`src/rtl/scope_pkg.sv`:
```
// Shared types and constants for the oscilloscope capture sequencer.
package scope_pkg;

    localparam int unsigned SAMPLE_W = 16;
    localparam int unsigned IDX_W    = 10;
    localparam int unsigned ADDR_W   = IDX_W + 1;
    localparam int unsigned DECIM_W  = 4;
    localparam int unsigned MODE_W   = 2;
    localparam int unsigned STATE_W  = 3;

    typedef enum logic [STATE_W-1:0] {
        IDLE     = 3'd0,
        PRETRIG  = 3'd1,
        ARMED    = 3'd2,
        POSTTRIG = 3'd3,
        HOLD     = 3'd4
    } state_e;

    typedef enum logic [MODE_W-1:0] {
        MODE_AUTO       = 2'd0,
        MODE_NORMAL     = 2'd1,
        MODE_SINGLE     = 2'd2,
        MODE_NORMAL_ALT = 2'd3
    } mode_e;

    typedef enum logic {
        SLOPE_RISE = 1'b0,
        SLOPE_FALL = 1'b1
    } slope_e;

    // One buffer write beat: bank select, column index and sample.
    typedef struct packed {
        logic                bank;
        logic [IDX_W-1:0]    idx;
        logic [SAMPLE_W-1:0] data;
    } wr_beat_t;

    // States in which ticked samples are written to the buffer.
    function automatic logic is_capture_state(input state_e s);
        return (s == PRETRIG) || (s == ARMED) || (s == POSTTRIG);
    endfunction

endpackage

```
`src/rtl/scope_trig_detect.sv`:
```
// Level-crossing trigger detector: remembers the previous ticked sample and
// flags a crossing of the threshold in the selected direction.
module scope_trig_detect
    import scope_pkg::*;
(
    input  logic                i_clk,
    input  logic                i_rst,
    input  logic                i_tick,
    input  logic [SAMPLE_W-1:0] i_sample,
    input  logic [SAMPLE_W-1:0] i_level,
    input  logic                i_slope,
    output logic                o_hit_c
);

    logic signed [SAMPLE_W-1:0] prev_q;
    logic signed [SAMPLE_W-1:0] cur_s;
    logic signed [SAMPLE_W-1:0] lvl_s;

    assign cur_s = i_sample;
    assign lvl_s = i_level;

    // Previous sample only advances on decimated ticks.
    always_ff @(posedge i_clk) begin
        if (i_rst) begin
            prev_q <= '0;
        end else if (i_tick) begin
            prev_q <= cur_s;
        end
    end

    // Signed crossing compare against the live threshold.
    always_comb begin
        o_hit_c = 1'b0;
        if (i_slope == SLOPE_FALL) begin
            o_hit_c = (prev_q > lvl_s) && (cur_s <= lvl_s);
        end else begin
            o_hit_c = (prev_q < lvl_s) && (cur_s >= lvl_s);
        end
    end

endmodule

```
`src/rtl/scope_capture_ctrl.sv`:
```
// Trigger/capture sequencer for the scope sample buffer: decimates samples,
// detects the trigger, schedules double-banked writes and publishes a finished
// bank to the display at vertical blank.
module scope_capture_ctrl
    import scope_pkg::*;
#(
    parameter int unsigned DEPTH        = 560,
    parameter int unsigned PRE_TRIG     = 280,
    parameter int unsigned AUTO_TIMEOUT = 4096
) (
    input  logic                i_clk_25mhz,
    input  logic                i_rst,
    input  logic                i_sample_valid,
    input  logic [SAMPLE_W-1:0] i_sample,
    input  logic [MODE_W-1:0]   i_mode,
    input  logic                i_slope,
    input  logic [SAMPLE_W-1:0] i_trig_level,
    input  logic [DECIM_W-1:0]  i_decim,
    input  logic                i_arm,
    input  logic                i_vblank,
    output logic                o_wr_en,
    output logic [ADDR_W-1:0]   o_wr_addr,
    output logic [SAMPLE_W-1:0] o_wr_data,
    output logic                o_rd_bank,
    output logic [IDX_W-1:0]    o_rd_base,
    output logic                o_frame_ready,
    output logic                o_triggered,
    output logic [STATE_W-1:0]  o_state
);

    localparam int unsigned POST_TICKS = DEPTH - PRE_TRIG - 1;
    localparam int unsigned TO_W       = $clog2(AUTO_TIMEOUT + 1);

    localparam logic [IDX_W-1:0] IDX_LAST  = IDX_W'(DEPTH - 1);
    localparam logic [IDX_W-1:0] PRE_LAST  = IDX_W'(PRE_TRIG - 1);
    localparam logic [IDX_W-1:0] POST_LAST = IDX_W'(POST_TICKS - 1);
    localparam logic [IDX_W-1:0] PRE_OFS   = IDX_W'(PRE_TRIG);
    localparam logic [IDX_W-1:0] WRAP_OFS  = IDX_W'(DEPTH - PRE_TRIG);
    localparam logic [TO_W-1:0]  TO_LAST   = TO_W'(AUTO_TIMEOUT - 1);

    state_e               state_q, state_d, eff_state;
    logic [DECIM_W-1:0]   decim_q, decim_d;
    logic [IDX_W-1:0]     idx_q, idx_d, eff_idx;
    logic                 bank_q, bank_d, eff_bank;
    logic [IDX_W-1:0]     cnt_q, cnt_d, cnt_base;
    logic [TO_W-1:0]      to_q, to_d;
    logic [IDX_W-1:0]     trig_idx_q, trig_idx_d;
    logic [IDX_W-1:0]     base_q, base_d;
    logic                 hold_entry_q, hold_entry_d;
    logic                 wr_en_q, wr_en_d;
    wr_beat_t             wr_q, wr_d;
    logic                 rd_bank_q, rd_bank_d;
    logic [IDX_W-1:0]     rd_base_q, rd_base_d;
    logic                 frame_ready_q, frame_ready_d;
    logic                 triggered_q, triggered_d;

    logic                 tick_c;
    logic                 hit_c;
    logic                 leave_c;
    logic                 is_single_c;
    logic                 is_auto_c;

    assign tick_c      = i_sample_valid && (decim_q == i_decim);
    assign is_single_c = (i_mode == MODE_SINGLE);
    assign is_auto_c   = (i_mode == MODE_AUTO);

    scope_trig_detect u_trig_detect (
        .i_clk    (i_clk_25mhz),
        .i_rst    (i_rst),
        .i_tick   (tick_c),
        .i_sample (i_sample),
        .i_level  (i_trig_level),
        .i_slope  (i_slope),
        .o_hit_c  (hit_c)
    );

    // Sequencer: IDLE/HOLD exits resolve first so a coincident tick lands in the new state.
    always_comb begin
        state_d       = state_q;
        decim_d       = decim_q;
        idx_d         = idx_q;
        bank_d        = bank_q;
        cnt_d         = cnt_q;
        to_d          = to_q;
        trig_idx_d    = trig_idx_q;
        base_d        = base_q;
        hold_entry_d  = 1'b0;
        wr_en_d       = 1'b0;
        wr_d          = wr_q;
        rd_bank_d     = rd_bank_q;
        rd_base_d     = rd_base_q;
        frame_ready_d = 1'b0;
        triggered_d   = triggered_q;
        eff_state     = state_q;
        eff_idx       = idx_q;
        eff_bank      = bank_q;
        leave_c       = 1'b0;

        if (i_sample_valid) begin
            decim_d = tick_c ? '0 : decim_q + DECIM_W'(1);
        end

        case (state_q)
            IDLE: begin
                if (!is_single_c || i_arm) begin
                    leave_c   = 1'b1;
                    eff_state = PRETRIG;
                end
            end
            HOLD: begin
                if (i_vblank && !hold_entry_q) begin
                    leave_c       = 1'b1;
                    eff_state     = is_single_c ? IDLE : PRETRIG;
                    eff_idx       = '0;
                    eff_bank      = ~bank_q;
                    rd_bank_d     = bank_q;
                    rd_base_d     = base_q;
                    frame_ready_d = 1'b1;
                    triggered_d   = 1'b0;
                end
            end
            default: ;
        endcase

        cnt_base = leave_c ? '0 : cnt_q;
        cnt_d    = cnt_base;
        if (leave_c) begin
            decim_d = '0;
        end
        state_d = eff_state;
        idx_d   = eff_idx;
        bank_d  = eff_bank;

        if (tick_c && is_capture_state(eff_state)) begin
            wr_en_d   = 1'b1;
            wr_d.bank = eff_bank;
            wr_d.idx  = eff_idx;
            wr_d.data = i_sample;
            idx_d     = (eff_idx == IDX_LAST) ? '0 : eff_idx + IDX_W'(1);

            case (eff_state)
                PRETRIG: begin
                    if (cnt_base == PRE_LAST) begin
                        state_d = ARMED;
                        cnt_d   = '0;
                        to_d    = '0;
                    end else begin
                        cnt_d = cnt_base + IDX_W'(1);
                    end
                end
                ARMED: begin
                    if (hit_c || (is_auto_c && (to_q == TO_LAST))) begin
                        state_d     = POSTTRIG;
                        cnt_d       = '0;
                        trig_idx_d  = eff_idx;
                        triggered_d = 1'b1;
                    end else if (to_q != TO_LAST) begin
                        to_d = to_q + TO_W'(1);
                    end
                end
                POSTTRIG: begin
                    if (cnt_base == POST_LAST) begin
                        state_d      = HOLD;
                        cnt_d        = '0;
                        hold_entry_d = 1'b1;
                        base_d       = (trig_idx_q >= PRE_OFS) ? (trig_idx_q - PRE_OFS)
                                                              : (trig_idx_q + WRAP_OFS);
                    end else begin
                        cnt_d = cnt_base + IDX_W'(1);
                    end
                end
                default: ;
            endcase
        end
    end

    // State and output registers with synchronous reset.
    always_ff @(posedge i_clk_25mhz) begin
        if (i_rst) begin
            state_q       <= IDLE;
            decim_q       <= '0;
            idx_q         <= '0;
            bank_q        <= 1'b0;
            cnt_q         <= '0;
            to_q          <= '0;
            trig_idx_q    <= '0;
            base_q        <= '0;
            hold_entry_q  <= 1'b0;
            wr_en_q       <= 1'b0;
            wr_q          <= '0;
            rd_bank_q     <= 1'b0;
            rd_base_q     <= '0;
            frame_ready_q <= 1'b0;
            triggered_q   <= 1'b0;
        end else begin
            state_q       <= state_d;
            decim_q       <= decim_d;
            idx_q         <= idx_d;
            bank_q        <= bank_d;
            cnt_q         <= cnt_d;
            to_q          <= to_d;
            trig_idx_q    <= trig_idx_d;
            base_q        <= base_d;
            hold_entry_q  <= hold_entry_d;
            wr_en_q       <= wr_en_d;
            wr_q          <= wr_d;
            rd_bank_q     <= rd_bank_d;
            rd_base_q     <= rd_base_d;
            frame_ready_q <= frame_ready_d;
            triggered_q   <= triggered_d;
        end
    end

    assign o_wr_en       = wr_en_q;
    assign o_wr_addr     = {wr_q.bank, wr_q.idx};
    assign o_wr_data     = wr_q.data;
    assign o_rd_bank     = rd_bank_q;
    assign o_rd_base     = rd_base_q;
    assign o_frame_ready = frame_ready_q;
    assign o_triggered   = triggered_q;
    assign o_state       = state_q;

endmodule

```
`config.mk`:
```
export PLATFORM = sky130hd
export DESIGN_NAME = scope_capture_ctrl
export DESIGN_NICKNAME = d
export VERILOG_FILES = /design/src/rtl/scope_pkg.sv /design/src/rtl/scope_trig_detect.sv /design/src/rtl/scope_capture_ctrl.sv
export SDC_FILE = /design/constraint.sdc
export NUM_CORES = 1
export LEC_CHECK = 0
export ABC_CLOCK_PERIOD_IN_PS = 3630
export BUFFER_PORTS_ARGS = -buffer_cell sky130_fd_sc_hd__buf_4
export CORE_MARGIN = 10
export CORE_UTILIZATION = 57
export DETAILED_ROUTE_END_ITERATION = 10
export PLACE_DENSITY = 0.77
export SLEW_MARGIN = 40
export SYNTH_ARGS = -nofsm -noshare
export SYNTH_HDL_FRONTEND = slang
export SYNTH_SLANG_ARGS = --single-unit
```
`constraint.sdc`:
```
create_clock -name i_clk_25mhz -period 3.63 [get_ports i_clk_25mhz]
set_input_delay 0.726 -clock i_clk_25mhz [delete_from_list [all_inputs] [get_ports i_clk_25mhz]]
set_output_delay 0.726 -clock i_clk_25mhz [all_outputs]
set_load 0.01 [all_outputs]
```
== Yosys cells after proc, flatten, opt, wreduce, memory -nomap -nowiden ==
Index checks and enable logic that the tools add are counted.

* Add/subtract/negate cells: 6
* Order comparisons: 5
* Equal/unequal tests: 14
* Muxes and demuxes: 38
* Bitwise operators: 4
* Reductions and logical operators: 22

{| class="wikitable"
|+ Operators by type and width
! kind !! count
|-
| $mux W10 || 10
|-
| $mux W13 || 3
|-
| $pmux W10 S3 || 1
|-
| $pmux W13 S2 || 1
|-
| $add A10 B1 Y10 const B || 2
|-
| $eq A10 B9 Y1 const B || 2
|-
| $mux W3 || 6
|-
| $ge A16 B16 Y1 || 1
|-
| $gt A16 B16 Y1 || 1
|-
| $le A16 B16 Y1 || 1
|-
| $lt A16 B16 Y1 || 1
|-
| $add A13 B1 Y13 const B || 1
|-
| $eq A13 B12 Y1 const B || 1
|-
| $mux W1 || 13
|-
| $ne A13 B12 Y1 const B || 1
|-
| $add A10 B9 Y10 const B || 1
|-
| $eq A10 B10 Y1 const B || 1
|-
| $ge A10 B9 Y1 const B || 1
|-
| $sub A10 B9 Y10 const B || 1
|-
| $pmux W3 S3 || 1
|-
| $eq A3 B2 Y1 const B || 2
|-
| $logic_and A1 B1 Y1 || 6
|-
| $pmux W3 S2 || 1
|-
| $reduce_and A3 Y1 || 2
|-
| 19 further kinds || 28
|}

* Register bits: 119
* Bits of input ports: 44
* Output and inout port bits: 44
* Word-level logic and storage cells: 107

== Longest topological paths before layout ==
Gate-level depths: netlist (run 1).

* Word-level depth: 11
* Depth in mapped cells: 12
* Gate-level depth less buffers: 12

== By module ==
Synthesis (run 1) repeated with hierarchy kept, for this count alone.

* Cell total of the unflattened synthesis: 742
* Area total of the unflattened synthesis: 6148.4 µm²

{| class="wikitable"
|+ Modules (own cells, without submodules)
! module !! instances !! cells an instance !! area an instance (µm²) !! sequential area each (µm²)
|-
| scope_capture_ctrl || 1 || 582 || 4784.6 || 2062.0
|-
| scope_trig_detect || 1 || 160 || 1363.8 || 320.3
|}

== Worst setup path after synthesis (run 1) ==
No wires, ideal clock.

* Kind: input-to-reg
* Start point: input port i_trig_level[15]
* End point: register to_q[3]
* Library setup time: 0.071 ns
* Data arrival time: 3.281 ns
* Data required time: 3.559 ns
* Path slack: 0.278 ns
* Stages: 11
* Path buffers: 0
* Cells stage by stage: inv_1 > ha_1 > nand4_2 > nor2_1 > or3_1 > or4b_1 > o2111a_2 > a31oi_4 > nand3_4 > or4b_1 > a21oi_1

* Word-level cells in the longest chain between the ends: 6
* Elaborated cells between the ends (all ways): 10
* Classes of those cells: order compare: 4; eq/ne: 1; mux: 1; reduce/logical: 4

{| class="wikitable"
|+ Ends and longest elaborated chain
! item !! RTL line !! RTL
|-
| from (decl) || scope_capture_ctrl.sv:17 || <nowiki>input logic [SAMPLE_W-1:0] i_trig_level,</nowiki>
|-
| $lt A16 B16 Y1 (tied with other cells) || scope_trig_detect.sv:37 || <nowiki>o_hit_c = (prev_q < lvl_s) && (cur_s >= lvl_s);</nowiki>
|-
| $logic_and A1 B1 Y1, on equally long branches || scope_trig_detect.sv:37, scope_trig_detect.sv:35 ||
|-
| $mux W1 (*) || scope_trig_detect.sv:34 || <nowiki>if (i_slope == SLOPE_FALL) begin</nowiki>
|-
| $logic_or A1 B1 Y1 (*) || scope_capture_ctrl.sv:152 || <nowiki>if (hit_c || (is_auto_c && (to_q == TO_LAST))) begin</nowiki>
|-
| $ne A2 B2 Y1 (no source line) (*) || -- ||
|-
| $reduce_and A5 Y1 (no source line) (*) || -- ||
|-
| to (signal assigned) || scope_capture_ctrl.sv:201 || <nowiki>to_q <= to_d;</nowiki>
|-
| to (decl) || scope_capture_ctrl.sv:46 || <nowiki>logic [TO_W-1:0] to_q, to_d;</nowiki>
|}

Every way passes the cells marked *; elsewhere a longest branch is shown, timed or not.
A chain may end at the register's enable or synchronous reset.

== Worst setup path after layout (run 1) ==
* Start point: input port i_sample[15]
* End point: register to_q[3]

* Word-level cells in the longest chain between the ends: 6
* Elaborated cells between the ends (all ways): 8
* Classes of those cells: order compare: 2; eq/ne: 1; mux: 1; reduce/logical: 4

{| class="wikitable"
|+ Ends and longest elaborated chain
! item !! RTL line !! RTL
|-
| from (decl) || scope_capture_ctrl.sv:14 || <nowiki>input logic [SAMPLE_W-1:0] i_sample,</nowiki>
|-
| $ge A16 B16 Y1 / $le A16 B16 Y1 (equally long branches) || scope_trig_detect.sv:37, scope_trig_detect.sv:35 ||
|-
| $logic_and A1 B1 Y1, on equally long branches || scope_trig_detect.sv:37, scope_trig_detect.sv:35 ||
|-
| $mux W1 (*) || scope_trig_detect.sv:34 ||
|-
| $logic_or A1 B1 Y1 (*) || scope_capture_ctrl.sv:152 ||
|-
| $ne A2 B2 Y1 (no source line) (*) || -- ||
|-
| $reduce_and A5 Y1 (no source line) (*) || -- ||
|}

Marked as above.

==> results.toml, run 1 <==
[sta]
setup_tns_ns = 0
rsz0062_at_grt = "false"
setup-violations-final = 0
fin_crit_sh_pct = 84.1
tightest_slew_ns = 0.727
relSlewSlack_pct = 51.5
slew_viol_final = 0
max_freq_mhz = 328
min_period_ns = 3.05
fin_worst_skew_ns = 0.00692
finalHoldViolCount = 0

[pwr]
p_sw_share_pct = 21.7
switchingPower_uw = 736
p_int_uw = 2650
combinationalPowerShare_pct = 6.4
p_leak_uw = 0.00312
ir_worst_vdd_v = 0.000462
finalPower_uw = 3390
sequentialPowerShare_pct = 39.0
clock_power_share_pct = 54.5
power_density_nw_per_um2 = 447

[hold_path]
worstHoldStart = "to_q[12]"
hp-class = "flip-flop to flip-flop"
holdPathStages = 2
hold_end = "to_q[12]"

[layout]
layout-drive-gt1-share_pct = 18.6
multi_input_area_sq_um = 3430
n_fill_cell = 768
area_delta_synth_final_pct = 25.6
seqCellArea_sq_um = 2380
final_cells = 970
diodes = 0
nets = 904

[global_route]
grt_max_degree = 102
grt_pass1_wl_mm = 26.6
grt_util_all_layers_pct = 21.7
overflow = 0
grt_pass1_vias = 5575
antenna_found_initial = 0

[cts]
numCtsBuffers = 17
clock_path_buffers = 2
clk_pin_slew_ns = 0.06
cts_hold_buf = 0
clockRootBuffer = "clkbuf_8"
clkSinkCount = 119
cts_resized = 0
insertion_delay_ns = 0.53
cts_setup_buffers = 0
htreeDepth = 4
cts_tree = "built"

[yosys]
synthesis.nets = 808
ys_async_sr_fraction_pct = 0
syn_avg_cell_area_sq_um = 8.32
syn_area_sq_um = 6030
synth.distinct_cells = 63
yosysSeqAreaShare_pct = 39.5
ys.flop_type = "dfxtp_1"
synth_edf_count = 0
synth_seq_cells = 119
yosysWarnings = 0
postSynthCellCount = 725

[worst_setup_path]
timing.rr.start = "u_trig_detect.prev_q[15]"
crit_arrival_ns = 3.51
cp-end-kind = "flip-flop"
r2r_end = "trig_idx_q[2]"
start_kind = "input pin"
path_class = "input pin to flip-flop"
ff2ff_setup_slack_ns = 0.64
path_max_fanout = 10
required_ns = 4.08
r2r_cells = 12

[detailed_routing]
detailroute.via_count = 5539
drtPass1Iterations = 8
viasPerCell = 5.71
drt_iter0_markers = 415
wl_per_cell_um = 16.6
detail-route-antenna-nets = 0
finalWirelength_mm = 16.1
drc = 0

[flow_run]
cap_viol_max_count = 0

[place]
hpwl_mm = 11.5
io_buffers = 87
dp.cells = 938
gp_congestion = 0.923

[floorplan]
start_util_pct = 58.5
die_y_um = 123
rows = 37
die_area_sq_um = 15100
fp.dieW_um = 123
core_area_sq_um = 10300
io_pins = 88

[run_status]
status = "finished clean"
registers in the layout, indices dropped and copies added, names as in the netlist, 3 cells and up:
register              flops
o_wr_addr                11
trig_idx_q               10
base_q                   10
o_wr_data                16
decim_q                   4
o_state                   3
cnt_q                    10
to_q                     13
idx_q                    10
u_trig_detect.prev_q     16
o_rd_base                10
cells in the final DEF (no fill, tap or decap), types with 12 or more instances in the layout:
master and count:
nor2_1 82, a21oi_1 71, xor2_1 13, clkbuf_16 16
dfxtp_1 119, nor3_1 15, nand3_1 14, inv_1 30
nand4_1 13, buf_4 104, nand2_1 112, o21ai_0 17
mux2i_1 33, and2_1 12, ha_1 39
power by group through the flow:
stage / sequential [uW] / combinational (uW) / clock [uW]
floorplan: 1350 / 121 / 0
global placement: 1350 / 206 / 0
detailed placement: 1350 / 213 / 0
CTS: 1320 / 217 / 1860
global route: 1320 / 241 / 1920
finish: 1320 / 218 / 1850
layout make-up:
class                   instances  area share [%]
clock buffers                  21            6.06
repair buffers                107            11.0
flip-flops and latches        119            31.4
clock inverters                11            2.58
inverters                      30            1.49
multi-input cells             546            45.2
well taps                     136            2.25
how the worst max path moves through the flow:
stage | start | endpoint | slack [ns] | cells past startpoint
after floorplan | i_trig_level[15] | to_q[3] | 0.28 | 11
after global placement | i_trig_level[15] | to_q[3] | 0.15 | 13
after detailed placement | i_sample[15] | to_q[3] | 0.08 | 11
after CTS | i_sample[15] | to_q[3] | 0.62 | 11
after global routing | u_trig_detect.prev_q[15] | trig_idx_q[2] | 0.43 | 12
final | i_sample[15] | to_q[3] | 0.58 | 11
per-layer routing:
layer / wire length (um) / up-vias / GRT usage [%]
li1: - / 2713 / -
met4: 282 / 0 / 7.58
met2: 7610 / 183 / 35.5
met3: 1310 / 29 / 8.71
met5: 0 / - / 0
met1: 6930 / 2614 / 25.3
Yosys cell counts, types with 2 or more instances:
cell | count | area (sq um)
a21o_1 | 2 | 15.0
nor4_1 | 5 | 31.3
and2_1 | 12 | 75.1
nand4_1 | 13 | 81.3
o21ai_0 | 18 | 90.1
nand4b_1 | 2 | 17.5
o21ai_1 | 3 | 15.0
nor2_1 | 83 | 312
ha_1 | 39 | 488
o21bai_1 | 3 | 22.5
nand3_1 | 14 | 70.1
nor2b_1 | 9 | 56.3
mux2i_1 | 33 | 330
and3_1 | 4 | 25.0
a21oi_1 | 71 | 355
a211oi_1 | 7 | 52.6
nor3b_1 | 2 | 15.0
dfxtp_1 | 119 | 2380
o21a_1 | 6 | 45.0
a22oi_1 | 2 | 15.0
or3b_1 | 2 | 17.5
clkbuf_1 | 22 | 82.6
buf_1 | 4 | 15.0
or2_2 | 2 | 12.5
inv_1 | 30 | 113
o221a_1 | 2 | 22.5
nand2_1 | 112 | 420
o31ai_1 | 6 | 45.0
buf_2 | 3 | 15.0
o211ai_1 | 3 | 22.5
or4b_1 | 2 | 20.0
and2_0 | 3 | 18.8
or4_1 | 11 | 82.6
or3_1 | 5 | 31.3
xor2_1 | 13 | 114
xnor2_1 | 10 | 87.6
nand2b_1 | 8 | 50.1
nor3_1 | 15 | 75.1
worst max-delay path: stages:
cell	delay, ns
buf_4	0.12
ha_1	0.36
nand4_2	0.16
nor2_1	0.06
or3_1	0.38
or4b_1	0.51
o2111a_2	0.20
a31oi_4	0.18
nand3_4	0.14
or4b_1	0.52
a21oi_1	0.16
kinds of logic (layout without fill, tap and decap cells):
group / Yosys count / after routing / synth area share [%]
and+or+nand+nor: 311 / 311 / 24.6
xor gates and xnor gates: 23 / 23 / 3.34
adders and majority gates: 39 / 39 / 8.09
DFF: 119 / 119 / 39.5
muxes: 34 / 34 / 5.66
buffers and inverters: 60 / 169 / 3.86
AOI/OAI and AO/OA: 139 / 139 / 14.9
metrics by stage:
step	area, sq um	utilization, %	hold WS (ns)	setup WS (ns)
after floorplan	6030	-	0.427	0.278
after global placement	6920	67.0	0.438	0.145
after detailed placement	6920	67.1	0.443	0.0811
after CTS	7580	73.4	0.443	0.620
after global routing	7580	73.4	0.452	0.433
final	7580	73.4	0.448	0.578
(Power assumes the default switching activity.)
==> inputs of run 2 (changes only) <==
--- a/config.mk
+++ b/config.mk
@@ -5,12 +5,12 @@
 export SDC_FILE = /design/constraint.sdc
 export NUM_CORES = 1
 export LEC_CHECK = 0
-export ABC_CLOCK_PERIOD_IN_PS = 3630
+export ABC_CLOCK_PERIOD_IN_PS = 2530
 export BUFFER_PORTS_ARGS = -buffer_cell sky130_fd_sc_hd__buf_4
 export CORE_MARGIN = 10
-export CORE_UTILIZATION = 57
+export CORE_UTILIZATION = 52
 export DETAILED_ROUTE_END_ITERATION = 10
-export PLACE_DENSITY = 0.77
+export PLACE_DENSITY = 0.74
 export SLEW_MARGIN = 40
 export SYNTH_ARGS = -nofsm -noshare
 export SYNTH_HDL_FRONTEND = slang
==> constraint.sdc (replaced) <==
create_clock -name i_clk_25mhz -period 2.53 [get_ports i_clk_25mhz]
set_input_delay 0.506 -clock i_clk_25mhz [delete_from_list [all_inputs] [get_ports i_clk_25mhz]]
set_output_delay 0.506 -clock i_clk_25mhz [all_outputs]
set_load 0.01 [all_outputs]
==> run 2 against run 1 <==
The flow now finishes with violations (negative setup slack). Via count grew 7.3%. Sequential share of layout area fell by 3.4 points. Register-to-register slack got worse by 0.96 ns. Combinational power grew 92%. First-iteration DRC count is 4.6% higher. Non-clock buffer count increased by 69. Setup slack worse by 0.93 ns. Core utilization increased by 1.6 points. Die area grew 8.0%. Clock skew rose by 0.0039 ns. Final area rose by 13%. Critical path type unchanged. Largest power group unchanged.
==> results.toml, run 2 (synthesis gave the netlist of run 1 again) <==
[run_status]
status = "finished with violations"
violations = "negative setup slack"

[worst_setup_path]
critPathTopFamily = "simple AND/OR/NAND/NOR gates"
path_class = "input pin to flip-flop"
start_kind = "input pin"
path_max_fanout = 7
crit_chain = "buf_4, ha_4, nand3_2, nand4b_1, or3_4, or4b_1, o2111a_2, a31oi_4, nand3_4, or4b_4, a21oi_2"
path_buf_inv = 1
critPathMaxStageDelay_ns = 0.53
cp-end-kind = "flip-flop"
cp_slowest_cell = "or4b_4"
crit_arrival_ns = 3.22
required_ns = 2.87

[pwr]
p_sw_share_pct = 22.6
sequentialPowerShare_pct = 40.6
ir_worst_vdd_v = 0.000541
p_leak_uw = 0.00345
power_density_nw_per_um2 = 548
switchingPower_uw = 1060
clock_power_share_pct = 50.5
p_int_uw = 3620
combinationalPowerShare_pct = 8.9

[floorplan]
die_area_sq_um = 16300
die_y_um = 128
io_pins = 88
fp.dieW_um = 128
start_util_pct = 53.1
rows = 39
core_area_sq_um = 11400

[global_route]
antenna_found_initial = 0
grt_util_all_layers_pct = 21.7
grt_max_degree = 58
grt_pass1_vias = 6000
grt_pass1_wl_mm = 29.2
overflow = 0

[hold_path]
hp-class = "input pin to flip-flop"

[place]
place_ws_ns = -0.778
gp_congestion = 0.920
io_buffers = 87
place_area_sq_um = 7500
hpwl_mm = 12.4
dp.cells = 998

[layout]
final_util_pct = 75.0
area_delta_synth_final_pct = 41.3
diodes = 0
final_cells = 1045
nets = 973
final_common_cell = "buf_4"
layout-drive-gt1-share_pct = 32.5
stdcell_area_sq_um = 8530
n_fill_cell = 795
final_cell_mix = "buf_4 (168), dfxtp_1 (112), nand2_1 (108)"

[sta]
finalHoldViolCount = 0
tightest_slew_ns = 0.686
fin_crit_sh_pct = 114
fin_worst_skew_ns = 0.0108
slew_viol_final = 0
max_freq_mhz = 347
relSlewSlack_pct = 54.3
setup-violations-final = 34
setup_ws_ns = -0.353
rsz0062_at_grt = "true"
min_period_ns = 2.88

[detailed_routing]
drc = 0
drt_iter0_markers = 434
detailroute.via_count = 5941
drtPass1Iterations = 5
finalWirelength_mm = 17.9
detail-route-antenna-nets = 0
viasPerCell = 5.69
wl_per_cell_um = 17.1

[cts]
clock_path_buffers = 2
clk_pin_slew_ns = 0.06
clockRootBuffer = "clkbuf_16"
insertion_delay_ns = 0.42
htreeDepth = 4
cts_tree = "built"
clkSinkCount = 119
numCtsBuffers = 17

[flow_run]
cap_viol_max_count = 0
## run 2: cell types whose count changed in the layout (fill, tap and decap cells not counted), moves of 7 or more
cell and change:
buf_4 +64, ha_1 -15, ha_4 +14, a21oi_1 -9, a21oi_2 +9, dfxtp_1 -7, inv_1 -7
## run 2: power by group through the flow
| stage | logic [uW] | registers, uW | clock network (uW) |
|---|---|---|---|
| floorplan | 190 | 1940 | 0 |
| global placement | 354 | 1930 | 0 |
| detailed placement | 365 | 1930 | 0 |
| CTS | 398 | 1900 | 2380 |
| global route | 453 | 1900 | 2470 |
| finish | 418 | 1900 | 2360 |
## run 2: timing repair
action	4_1_cts	5_1_grt
gates resized for setup	36	31
hold buffers	0	0
buffers inserted	11	5
pin swaps	28	13
endpoints found under the setup margin	40	44
## run 2: worst reg2reg max path, delay by kind of cell, from the launching register on
kind,cells,cell delay [ns]
buffers and inverters,2,0.19
DFF,1,0.33
and+or+nand+nor,4,1.23
AOI/OAI and AO/OA,3,0.75
adders and majority gates,1,0.26
## run 2: worst paths after layout
kind                            startpoint  cells past startpoint  slack (ns)            to
setup reg to reg  u_trig_detect.prev_q[15]                     10       -0.32       to_q[3]
setup / recovery              i_sample[13]                     11       -0.35       to_q[3]
hold / removal                 i_sample[1]                      3        0.36  o_wr_data[1]
hold reg to reg               o_rd_base[9]                      2        0.45  o_rd_base[9]
## run 2: routing by layer
metal | track usage [%] | part of all wire [%] | up-vias
met5 | 0 | 0 | -
met4 | 7.48 | 1.6 | 0
met3 | 6.20 | 5.8 | 32
met2 | 37.0 | 50 | 186
met1 | 25.5 | 43 | 2869
li1 | - | - | 2854
## run 2: per-stage QoR
stage          hold slack (ns)  total power [uW]  setup TNS, ns
2_1_floorplan            0.427              2130          -8.91
3_3_place_gp             0.440              2290         -21.07
3_5_place_dp             0.446              2300         -25.11
4_1_cts                  0.345              4670          -5.25
5_1_grt                  0.357              4810          -9.80
6_report                 0.357              4670          -6.54
## run 2: cell type report
class	count	area, sq um	area share, %
Tap cell	143	179	2.10
Timing Repair Buffer	176	1390	16.3
Multi-Input combinational cell	546	3870	45.4
Sequential cell	119	2390	28.1
Clock inverter	10	130	1.53
Inverter	30	125	1.47
Clock buffer	21	440	5.16
==> inputs of run 3 (changes only) <==
--- a/config.mk
+++ b/config.mk
@@ -7,10 +7,12 @@
 export LEC_CHECK = 0
 export ABC_CLOCK_PERIOD_IN_PS = 2530
 export BUFFER_PORTS_ARGS = -buffer_cell sky130_fd_sc_hd__buf_4
+export CELL_PAD_IN_SITES_DETAIL_PLACEMENT = 1
+export CELL_PAD_IN_SITES_GLOBAL_PLACEMENT = 2
 export CORE_MARGIN = 10
-export CORE_UTILIZATION = 52
+export CORE_UTILIZATION = 31
 export DETAILED_ROUTE_END_ITERATION = 10
-export PLACE_DENSITY = 0.74
+export PLACE_DENSITY = 0.73
 export SLEW_MARGIN = 40
 export SYNTH_ARGS = -nofsm -noshare
 export SYNTH_HDL_FRONTEND = slang
==> run 3 against run 2 <==
The run still ends with negative setup slack left. Non-clock buffer count is 22 higher. Core utilization decreased by 27 points. Wire length is 20% higher. Global-route usage is 5.0 points lower. Setup slack got worse by 0.074 ns. First-iteration DRC count decreased by 57%.
==> results.toml, run 3 (synthesis gave the netlist of run 1 again) <==
[global_route]
grt_util_all_layers_pct = 16.7
antenna_found_initial = 0
overflow = 0
grt_pass1_wl_mm = 34.9
grt_max_degree = 47
grt_pass1_vias = 6547

[sta]
tightest_slew_ns = 0.569
rsz0062_at_grt = "true"
setup-violations-final = 35
fin_worst_skew_ns = 0.00852
fin_crit_sh_pct = 117
setup_ws_ns = -0.426
min_period_ns = 2.96
relSlewSlack_pct = 62.1
setup_tns_ns = -8.28
finalHoldViolCount = 0
max_freq_mhz = 338
slew_viol_final = 0

[layout]
diodes = 0
area_delta_synth_final_pct = 50.8
nets = 996
n_fill_cell = 2226
final_cell_mix = "buf_4 (177), dfxtp_1 (111), nand2_1 (104)"
stdcell_area_sq_um = 9100
final_common_cell = "buf_4"
final_cells = 1186
layout-drive-gt1-share_pct = 36.4

[floorplan]
die_y_um = 160
fp.dieW_um = 160
start_util_pct = 31.8
core_area_sq_um = 19000
rows = 50
io_pins = 88
die_area_sq_um = 25400

[detailed_routing]
wl_per_cell_um = 18.1
drtPass1Iterations = 4
detailroute.via_count = 5915
drt_iter0_markers = 186
finalWirelength_mm = 21.5
detail-route-antenna-nets = 0
drc = 0
viasPerCell = 4.99

[flow_run]
cap_viol_max_count = 0

[cts]
numCtsBuffers = 17
insertion_delay_ns = 0.43
cts_hold_buf = 0
clockRootBuffer = "clkbuf_16"
cts_tree = "built"
clkSinkCount = 119
htreeDepth = 4
clock_path_buffers = 2
clk_pin_slew_ns = 0.05

[place]
io_buffers = 87
place_area_sq_um = 7770
gp_congestion = 0.856
place_ws_ns = -0.824
dp.cells = 1131
hpwl_mm = 15.3

[pwr]
p_sw_share_pct = 23.0
sequentialPowerShare_pct = 38.2
switchingPower_uw = 1140
clock_power_share_pct = 51.8
p_leak_uw = 0.00361
combinationalPowerShare_pct = 10.1
ir_worst_vdd_v = 0.000487
power_density_nw_per_um2 = 546
p_int_uw = 3820

[worst_setup_path]
start_kind = "input pin"
crit_arrival_ns = 3.31
path_class = "input pin to flip-flop"
cp-end-kind = "flip-flop"
path_max_fanout = 5
required_ns = 2.88

[run_status]
violations = "negative setup slack"
status = "finished with violations"

[hold_path]
hp-class = "input pin to flip-flop"
-- run 3: final timing paths --
kind / startpoint / endpoint / slack (ns) / cells after the start
max reg2reg: u_trig_detect.prev_q[14] / to_q[11] / -0.34 / 10
min: i_sample[3] / u_trig_detect.prev_q[3] / 0.36 / 3
max: i_sample[13] / to_q[11] / -0.43 / 11
min reg2reg: base_q[9] / o_rd_base[9] / 0.46 / 2
-- run 3: what timing repair did --
| action | CTS | global route |
|---|---|---|
| buffers inserted | 14 | 8 |
| setup endpoints to repair | 42 | 47 |
| gates cloned | 3 | 0 |
| gates resized for setup | 63 | 59 |
| pin swaps | 37 | 37 |
-- run 3: routing by layer --
| layer | up-vias | GRT usage [%] | routed length (um) |
|---|---|---|---|
| met2 | 81 | 29.2 | 11000 |
| met4 | 0 | 5.90 | 416 |
| met1 | 2899 | 19.3 | 9340 |
| met5 | - | 0 | 0 |
| met3 | 34 | 4.11 | 740 |
| li1 | 2901 | - | - |
-- run 3: power by group through the flow --
stage | Combinational [uW] | Clock [uW] | Sequential [uW]
floorplan | 190 | 0 | 1940
global route | 545 | 2710 | 1890
finish | 499 | 2570 | 1890
global placement | 383 | 0 | 1930
detailed placement | 397 | 0 | 1940
CTS | 455 | 2620 | 1900
-- run 3: through the flow --
step	util, %	power, uW	hold slack [ns]
final	48.0	4970	0.360
after global routing	48.0	5150	0.381
after CTS	46.6	4970	0.349
after detailed placement	41.0	2330	0.447
after global placement	41.0	2320	0.441
after floorplan	-	2130	0.427
-- run 3: area by class of cell --
class,instances,area (sq um),share of cell area [%]
sequential,119,2400,26.3
clock buffer,23,468,5.14
tap,260,325,3.58
timing repair buffer,198,1620,17.8
multi-input combinational,547,4010,44.0
clock inverter,9,148,1.62
inverter,30,135,1.49
-- run 3: worst max-delay path: stages --
cell	delay [ns]
buf_8	0.10
ha_4	0.25
nand3_2	0.07
nand4b_1	0.15
or3_1	0.38
or4b_1	0.53
o2111a_2	0.19
a31oi_4	0.27
nand3_4	0.15
or4_4	0.54
a21oi_2	0.16
